## config.mk

```make
export PLATFORM = sky130hd
export DESIGN_NAME = mem_arbiter
export DESIGN_NICKNAME = d
export VERILOG_FILES = /design/src/rtl/mem_arbiter.sv
export SDC_FILE = /design/constraint.sdc
export NUM_CORES = 1
export LEC_CHECK = 0
export CAP_MARGIN = 20
export CORE_AREA = 2 2 108 110
export CTS_BUF_LIST = sky130_fd_sc_hd__clkbuf_4 sky130_fd_sc_hd__clkbuf_8
export DETAILED_ROUTE_END_ITERATION = 6
export DIE_AREA = 0 0 110 112
export HOLD_SLACK_MARGIN = 0.1
export PLACE_DENSITY = 0.63
export SYNTH_ARGS = -nofsm -noshare
export SYNTH_HDL_FRONTEND = slang
export SYNTH_SLANG_ARGS = --single-unit
```

## constraint.sdc

```tcl
create_clock -name clk -period 2.28 [get_ports clk]
set_input_delay 0.228 -clock clk [delete_from_list [all_inputs] [get_ports clk]]
set_output_delay 0.228 -clock clk [all_outputs]
set_load 0.01 [all_outputs]
```

## src/rtl/mem_arbiter.sv

```systemverilog
// Two-requester (fetch/data) arbiter for a single memory port with an in-order owner-tag FIFO.
// Optional fetch fairness: define MEM_ARB_FAIRNESS_EN.
module mem_arbiter #(
  parameter int unsigned MAX_OUTSTANDING = 2,
  parameter int unsigned DATA_BURST      = 4
) (
  input  logic        clk,
  input  logic        resetn,
  input  logic        i_valid,
  output logic        i_ready,
  input  logic [31:0] i_addr,
  output logic        i_rvalid,
  output logic [31:0] i_rdata,
  input  logic        d_valid,
  output logic        d_ready,
  input  logic [31:0] d_addr,
  input  logic        d_we,
  input  logic [3:0]  d_wstrb,
  input  logic [31:0] d_wdata,
  output logic        d_rvalid,
  output logic [31:0] d_rdata,
  output logic        m_valid,
  input  logic        m_ready,
  output logic [31:0] m_addr,
  output logic [31:0] m_wdata,
  output logic        m_we,
  output logic [3:0]  m_wstrb,
  input  logic        m_rvalid,
  input  logic [31:0] m_rdata,
  output logic        busy
);

  localparam int unsigned PW = (MAX_OUTSTANDING > 1) ? $clog2(MAX_OUTSTANDING) : 1;
  localparam int unsigned CW = $clog2(MAX_OUTSTANDING) + 1;
  localparam logic [PW-1:0] PTR_LAST = PW'(MAX_OUTSTANDING - 1);
  localparam logic [CW-1:0] CNT_FULL = CW'(MAX_OUTSTANDING);

  localparam logic [1:0] IDLE   = 2'd0;
  localparam logic [1:0] HOLD_I = 2'd1;
  localparam logic [1:0] HOLD_D = 2'd2;

  if (MAX_OUTSTANDING < 1 || DATA_BURST < 1) begin : g_param_check
    $fatal(1, "mem_arbiter: MAX_OUTSTANDING and DATA_BURST must be >= 1");
  end

  logic [1:0]                 state_q, state_d;
  logic [MAX_OUTSTANDING-1:0] tag_q;
  logic [PW-1:0]              wptr_q, rptr_q;
  logic [CW-1:0]              count_q;

  logic pop, full, force_i, sel_data, sel_valid, accept, head;

  // A same-cycle response frees a slot, so a full FIFO only blocks without a pop.
  assign pop  = m_rvalid & (count_q != '0);
  assign full = (count_q == CNT_FULL) & ~pop;

`ifdef MEM_ARB_FAIRNESS_EN
  localparam int unsigned BW = $clog2(DATA_BURST) + 1;
  localparam logic [BW-1:0] BURST_MAX = BW'(DATA_BURST);
  logic [BW-1:0] burst_q;

  assign force_i = (burst_q >= BURST_MAX) & i_valid;

  // Counts consecutive data grants taken while fetch was waiting.
  always_ff @(posedge clk or negedge resetn) begin
    if (!resetn) begin
      burst_q <= '0;
    end else if (accept) begin
      if (!sel_data || !i_valid) begin
        burst_q <= '0;
      end else if (burst_q < BURST_MAX) begin
        burst_q <= burst_q + 1'b1;
      end
    end
  end
`else
  assign force_i = 1'b0;
`endif

  always_comb begin
    sel_data = d_valid & ~force_i;
    case (state_q)
      HOLD_I:  sel_data = 1'b0;
      HOLD_D:  sel_data = 1'b1;
      default: sel_data = d_valid & ~force_i;
    endcase
  end

  assign sel_valid = sel_data ? d_valid : i_valid;
  assign m_valid   = resetn & sel_valid & ~full;
  assign accept    = m_valid & m_ready;
  assign i_ready   = resetn & ~sel_data & m_ready & ~full;
  assign d_ready   = resetn & sel_data & m_ready & ~full;

  assign m_addr  = !resetn ? '0 : (sel_data ? d_addr : i_addr);
  assign m_we    = resetn & sel_data & d_we;
  assign m_wstrb = (resetn && sel_data) ? d_wstrb : 4'b0;
  assign m_wdata = (resetn && sel_data) ? d_wdata : '0;

  assign head     = tag_q[rptr_q];
  assign i_rvalid = pop & ~head;
  assign d_rvalid = pop & head;
  assign i_rdata  = resetn ? m_rdata : '0;
  assign d_rdata  = resetn ? m_rdata : '0;
  assign busy     = (count_q != '0);

  always_comb begin
    state_d = state_q;
    case (state_q)
      IDLE: begin
        if (m_valid && !m_ready) state_d = sel_data ? HOLD_D : HOLD_I;
      end
      HOLD_I, HOLD_D: begin
        if (accept) state_d = IDLE;
      end
      default: state_d = IDLE;
    endcase
  end

  always_ff @(posedge clk or negedge resetn) begin
    if (!resetn) begin
      state_q <= IDLE;
      tag_q   <= '0;
      wptr_q  <= '0;
      rptr_q  <= '0;
      count_q <= '0;
    end else begin
      state_q <= state_d;
      if (accept) begin
        tag_q[wptr_q] <= sel_data;
        wptr_q        <= (wptr_q == PTR_LAST) ? '0 : wptr_q + 1'b1;
      end
      if (pop) begin
        rptr_q <= (rptr_q == PTR_LAST) ? '0 : rptr_q + 1'b1;
      end
      case ({accept, pop})
        2'b10:   count_q <= count_q + 1'b1;
        2'b01:   count_q <= count_q - 1'b1;
        default: count_q <= count_q;
      endcase
    end
  end

endmodule
```

==> metrics.txt, run 1 <==
status finished, final reports clean; number of buffers created by CTS 3; Root Driver clkbuf_8; antenna viol nets, final 0; Compound-Gate Fraction of Synth Area 0.174; distinct cell type count after synthesis 34; total of max-cap violations 0; Yosys reg bits 8; startpoint types register; Pleak ~2.1 nW; total global-route track usage 0.149; first-pass detailed-route iteration total 6; Overflow after GRT 0; 1st-iter DRT viols about 170; I/O pins about 280; worst r2r src state_q[0]; gpl congestion a little under 0.8; CP Buf/Inv Count 5; Avg Inst Size Synth approximately 6.6 um2; Synth Area in Adders 0.0206; Vias/cell roughly 4.2; capturing point of the worst reg2reg path count_q[1]; Syn Inst Count approximately 280; Cell Pwr Density around 680 nW/um2; global-route wire length before repair 14400 um; PortBufs roughly 280; row count 39; dpl cell area ~4600 um2; fin nets roughly 670; Simple-Gate Fraction of Synth Area 0.449; Top Family by Delay on Critical Path buffers and inverters; Starting Density 0.163; H-tree depth 1; main combinational cell family by area after synthesis simple AND/OR/NAND/NOR gates; Worst Setup EP count_q[1]; layout cells sized above 1 0.109; largest net degree at the start of global routing 52; worst-path fanout max 7; r2r worst-path depth 13; initial antenna violation count 0; CP dominant cell by count buf_4; Final Core Density 0.412; sequential share of the synthesized area 0.110; Setup crit start state_q[0]; Worst-Margin Slew 0.282 ns; XOR/XNOR Fraction of Synth Area 0.0240; CP Cell Sequence inv_2 > buf_4 > ha_2 > buf_4 > mux2i_2 > a21oi_4 > buf_6 > and3_4 > inv_1 > ha_4 > xnor2_2 > nor2_2 > xor2_1; Final Cycle Share 0.971; Fmax roughly 450 MHz; crit path time final 2.21 ns; crit path DAT between 2 and 2.5 ns; WS Path Type reg2reg; Max VDD drop between 300 and 400 uV; Post-Layout Inst Area around 4600 um2; Max transition margin 0.812; clk buf depth 2; wire per inst 15.4 um; Final Hold Fails 0; CP Capture Type register; Die ar. between 10000 and 15000 um2; vias in the first global route 2719; Antenna diodes 0; Placeable Area approximately 11000 um2; clock insertion delay at the later pin of the skew report approximately 0.22 ns; clk_skew between 0.004 and 0.005 ns; syn nets 420; critical path's slowest cell dfrtp_1; mux cell area share after synthesis 0.0247; Reg clk slew, reported paths approximately 0.040 ns; fin. max-slew vios 0; CTS tree built; Post-route DRC 0; Critical Path RT ~2.4 ns; RSZ-0062 raised after global routing yes; stages on the worst setup path 13; die height about 110 um; Routed WL about 10000 um; CTS sink cnt 8; post-DP HPWL 8390 um; total of warnings raised by yosys 0; largest stage delay on the critical path approximately 0.35 ns; Mapped Area roughly 1800 um2; Die W ~110 um; Setup-failing EPs final 0; fillers 1123; Hold/Removal Path Class reg2reg; Area Growth Syn to Fin 152%; routed vias approximately 2800; worst reg2reg setup slack 0.07 ns
[cells in the mapped netlist, drive strengths merged]
| library cell | n | share of area |
|---|---|---|
| a21boi | 32 | 0.13 |
| a21oi | 1 | 0.0089 |
| a22o | 2 | 0.011 |
| a31oi | 2 | 0.0069 |
| a41oi | 2 | 0.0096 |
| and2 | 35 | 0.12 |
| and3 | 40 | 0.14 |
| and4 | 1 | 0.0055 |
| buf | 40 | 0.16 |
| clkbuf | 15 | 0.031 |
| dfrtp | 8 | 0.11 |
| ha | 3 | 0.021 |
| inv | 5 | 0.010 |
| mux2 | 1 | 0.0062 |
| mux2i | 3 | 0.019 |
| nand2 | 69 | 0.14 |
| nand3 | 4 | 0.011 |
| nor2 | 3 | 0.0062 |
| nor2b | 1 | 0.0034 |
| nor4b | 1 | 0.0048 |
| nor4bb | 1 | 0.0055 |
| o21ai | 2 | 0.0055 |
| or2 | 1 | 0.0034 |
| or3b | 1 | 0.0048 |
| xnor2 | 4 | 0.019 |
| xor2 | 1 | 0.0048 |
[report_power, final]
group	total [mW]	internal, mW	switching [mW]
registers	0.273	0.218	0.0554
logic	2.69	1.42	1.26
clock network	0.164	0.114	0.0504
[registers in the layout, summed over array words and instances, names as in the netlist]
register / count
rptr_q: 1
tag_q: 2
count_q: 2
state_q: 2
wptr_q: 1
[cell families after synthesis]
| group | after synthesis |
|---|---|
| buffers and inverters | 60 |
| xor gates and xnor gates | 5 |
| adders and majority gates | 3 |
| AOI/OAI and AO/OA | 41 |
| muxes | 4 |
| and+or+nand+nor | 157 |
| DFF | 8 |
[worst min path at each step]
stage               startpoint    endpoint  cells after the start  slack [ns]
floorplan               resetn  count_q[0]                      0       -0.07
global placement        resetn    tag_q[1]                      2        0.23
detailed placement      resetn    tag_q[1]                      2        0.24
CTS                 count_q[1]  count_q[1]                      1        0.48
global route        count_q[1]  count_q[1]                      1        0.50
finish              count_q[1]  count_q[1]                      1        0.48
[cell type report]
class	count	area [um2]	share of cell area
Timing Repair Buffer	295	2850	0.618
Sequential cell	8	200	0.0435
Multi-Input combinational cell	210	1320	0.286
Inverter	5	18.8	0.00408
Clock buffer	3	41.3	0.00897
Tap cell	143	179	0.0389
[repair_timing]
action	in CTS	in global routing
setup endpoints to repair	72	92
cloned	1	0
pin swaps	1	1
hold endpoints to repair	8	0
buffers inserted	2	0
hold buffers	1	0
resized for setup	85	69
[stage by stage]
step	std cells	hold slack, ns	power (mW)	setup slack, ns	TNS [ns]
global placement	657	0.233	2.95	-0.218	-5.16
detailed placement	657	0.241	2.98	-0.245	-6.22
finish	664	0.477	3.12	0.0660	0
CTS	664	0.475	3.14	-0.0133	-0.0133
floorplan	278	-0.0676	1.56	0.260	0
global route	664	0.502	3.41	-0.0698	-0.143
[per-layer routing]
layer | GRT usage | up-vias | part of all wire | wire length [um]
met4 | 0.0278 | 0 | 0.0088 | 90
met3 | 0.0451 | 8 | 0.12 | 1260
met1 | 0.159 | 1253 | 0.37 | 3760
met2 | 0.282 | 146 | 0.50 | 5120
met5 | 0 | - | 0 | 0
li1 | - | 1377 | - | -
[layout by cell type (no fill, tap or decap), types with 2 or more instances in the layout]
cell type,netlist,layout
a22o_2,2,2
and3_1,38,38
nor2_1,3,2
a41oi_1,2,2
nand3_1,4,4
dfrtp_1,8,8
buf_12,0,3
clkbuf_2,0,15
a21boi_0,28,27
buf_4,32,11
and2_1,33,33
o21ai_0,2,2
xnor2_1,4,3
buf_6,1,2
clkdlybuf4s50_1,0,204
clkdlybuf4s15_1,0,21
a21boi_1,4,5
nand2_1,69,69
ha_4,0,2
a31oi_1,2,2
inv_1,5,4
clkbuf_8,0,3
buf_2,7,3
dlygate4sd2_1,0,33
Power figures use the tool's default switching activity.
==> run 2, diff against run 1 <==
--- a/config.mk
+++ b/config.mk
@@ -12,6 +12,7 @@
 export DIE_AREA = 0 0 110 112
 export HOLD_SLACK_MARGIN = 0.1
 export PLACE_DENSITY = 0.63
+export SLEW_MARGIN = 20
 export SYNTH_ARGS = -nofsm -noshare
 export SYNTH_HDL_FRONTEND = slang
 export SYNTH_SLANG_ARGS = --single-unit
==> results of run 2 <==
Same layout as run 1: the final DEF is identical, and so are final timing and power.
==> run 3, diff against run 2 <==
--- a/config.mk
+++ b/config.mk
@@ -11,7 +11,6 @@
 export DETAILED_ROUTE_END_ITERATION = 6
 export DIE_AREA = 0 0 110 112
 export HOLD_SLACK_MARGIN = 0.1
-export PLACE_DENSITY = 0.63
 export SLEW_MARGIN = 20
 export SYNTH_ARGS = -nofsm -noshare
 export SYNTH_HDL_FRONTEND = slang
==> metrics.txt, run 3 (synthesis gave the netlist of run 1 again) <==
Die ar. 12300 um2 (unchanged); Max VDD drop 459 uV (+21%); worst setup margin 0.0584 ns (-0.00753 ns); H-tree depth 1 (unchanged); Cell Pwr Density 725 nW/um2 (+6.8%); worst r2r src state_q[0]; Pleak 2.26 nW (+6.9%); Top Family by Delay on Critical Path buffers and inverters; largest net degree at the start of global routing 74 (+42%); most frequent cells in the layout 204 x clkdlybuf4s50_1, 68 x nand2_1, 48 x dlygate4sd2_1; layout cells sized above 1 0.147 (+0.0375); crit path time final 2.22 ns (+0.00753 ns); PortBufs 277 (unchanged); status finished, final reports clean; die height 112 um (unchanged); Critical Path RT 2.05 ns (-0.33 ns); Routed WL 10100 um (-1.1%); wire per inst 15.0 um (-2.6%); fin. max-slew vios 0 (unchanged); fin nets 675 (+1.5%); WS Path Type reg2out; first-pass detailed-route iteration total 4 (-2); CTS sink cnt 8 (unchanged); number of buffers created by CTS 3 (unchanged); Vias/cell 4.19 (about the same); Root Driver clkbuf_8; vias in the first global route 2827 (+4.0%); Max transition margin 0.783 (-0.0290); CP Buf/Inv Count 5 (unchanged); 1st-iter DRT viols 163 (-5.8%); power consumption 3.42 mW (+9.6%); commonest non-fill, non-tap cell in the layout clkdlybuf4s50_1; Die W 110 um (unchanged); Reg clk slew, reported paths 0.04 ns (about the same); Post-route DRC 0 (unchanged); largest stage delay on the critical path 0.38 ns (+0.03 ns); Setup crit start state_q[0]; initial antenna violation count 0 (unchanged); Antenna diodes 0 (unchanged); total of max-cap violations 0 (unchanged); CP Cell Sequence inv_2 > buf_4 > ha_4 > buf_4 > mux2i_4 > a21oi_4 > buf_4 > and2_2 > dlygate4sd2_1; gpl congestion 0.772 (-2.3%); row count 39 (unchanged); Overflow after GRT 0 (unchanged); Final Cycle Share 0.974 (+0.00330); biggest regs count_q (2), state_q (2), tag_q (2); Final Hold Fails 0 (unchanged); Hold/Removal Path Class in2async; antenna viol nets, final 0 (unchanged); startpoint types register; Fmax 450 MHz (-0.34%); critical path's slowest cell dfrtp_1; crit path DAT 1.99 ns (-0.33 ns); total global-route track usage 0.145 (-0.00391); Setup-failing EPs final 0 (unchanged); CTS tree built; pre-CTS setup slack -0.123 ns (+0.122 ns); fillers 1156 (+2.9%); routed vias 2824 (+1.4%); CP Capture Type primary output; Worst-Margin Slew 0.325 ns (+0.0425 ns); global-route wire length before repair 14200 um (-1.2%); CP dominant cell by count buf_4; clk buf depth 2 (unchanged); I/O pins 278 (unchanged); clock insertion delay at the later pin of the skew report 0.23 ns (about the same); post-DP HPWL 7790 um (-7.2%); worst-path fanout max 3 (-4); Placeable Area 11200 um2 (unchanged); Area Growth Syn to Fin 159%; clk_skew 0.00388 ns (-0.000561 ns); Final TNS setup 0 ns (unchanged); Starting Density 0.163 (unchanged)
-- run 3: changes by cell type in the layout (fill, tap and decap cells not counted), moves of 3 or more --
cell	delta
a21boi_2	+3
dlygate4sd2_1	+15
a21boi_0	-14
buf_12	+3
a21boi_1	+11
buf_2	+22
clkbuf_2	-15
buf_4	+4
clkdlybuf4s15_1	-21
-- run 3: report_power, final --
part           total [mW]  internal, mW  switching (mW)
clock               0.170         0.114          0.0554
combinational        2.98          1.63            1.35
sequential          0.277         0.218          0.0585
-- run 3: path summary, 6_finish.rpt --
check | end | slack, ns | cells after the start
min | count_q[1] | 0.38 | 2
min reg2reg | count_q[1] | 0.47 | 1
max | m_valid | 0.06 | 9
max in group asynchronous | tag_q[1] | 1.36 | 3
min in group clk | count_q[1] | 0.47 | 1
max reg2reg | count_q[1] | 0.11 | 13
-- run 3: timing repair --
action,4_1_cts,5_1_grt
gates cloned,3,1
setup endpoints to repair,72,31
buffers inserted,6,4
resized for setup,173,13
hold buffers,1,0
endpoints found under the hold margin,6,0
pin swaps,2,7
-- run 3: per-stage QoR --
step / utilization / hold WS (ns) / instance area [um2] / instances
finish: 0.423 / 0.377 / 4720 / 674
global route: 0.423 / 0.402 / 4720 / 674
CTS: 0.418 / 0.348 / 4670 / 671
detailed placement: 0.413 / 0.0541 / 4610 / 658
global placement: 0.413 / 0.0509 / 4610 / 658
floorplan: - / -0.0676 / 1820 / 278
-- run 3: metal layers --
metal	vias to the layer above	wire length (um)	track usage
li1	1401	-	-
met1	1274	3750	0.162
met2	143	5180	0.276
met3	6	1090	0.0328
met4	0	99	0.0211
met5	-	0	0
-- run 3: layout make-up --
cell class / count / area (um2) / share of cell area
Clock buffer: 3 / 41.3 / 0.00874
Sequential cell: 8 / 200 / 0.0424
Inverter: 5 / 18.8 / 0.00397
Multi-Input combinational cell: 210 / 1340 / 0.284
Timing Repair Buffer: 305 / 2940 / 0.623
Tap cell: 143 / 179 / 0.0379
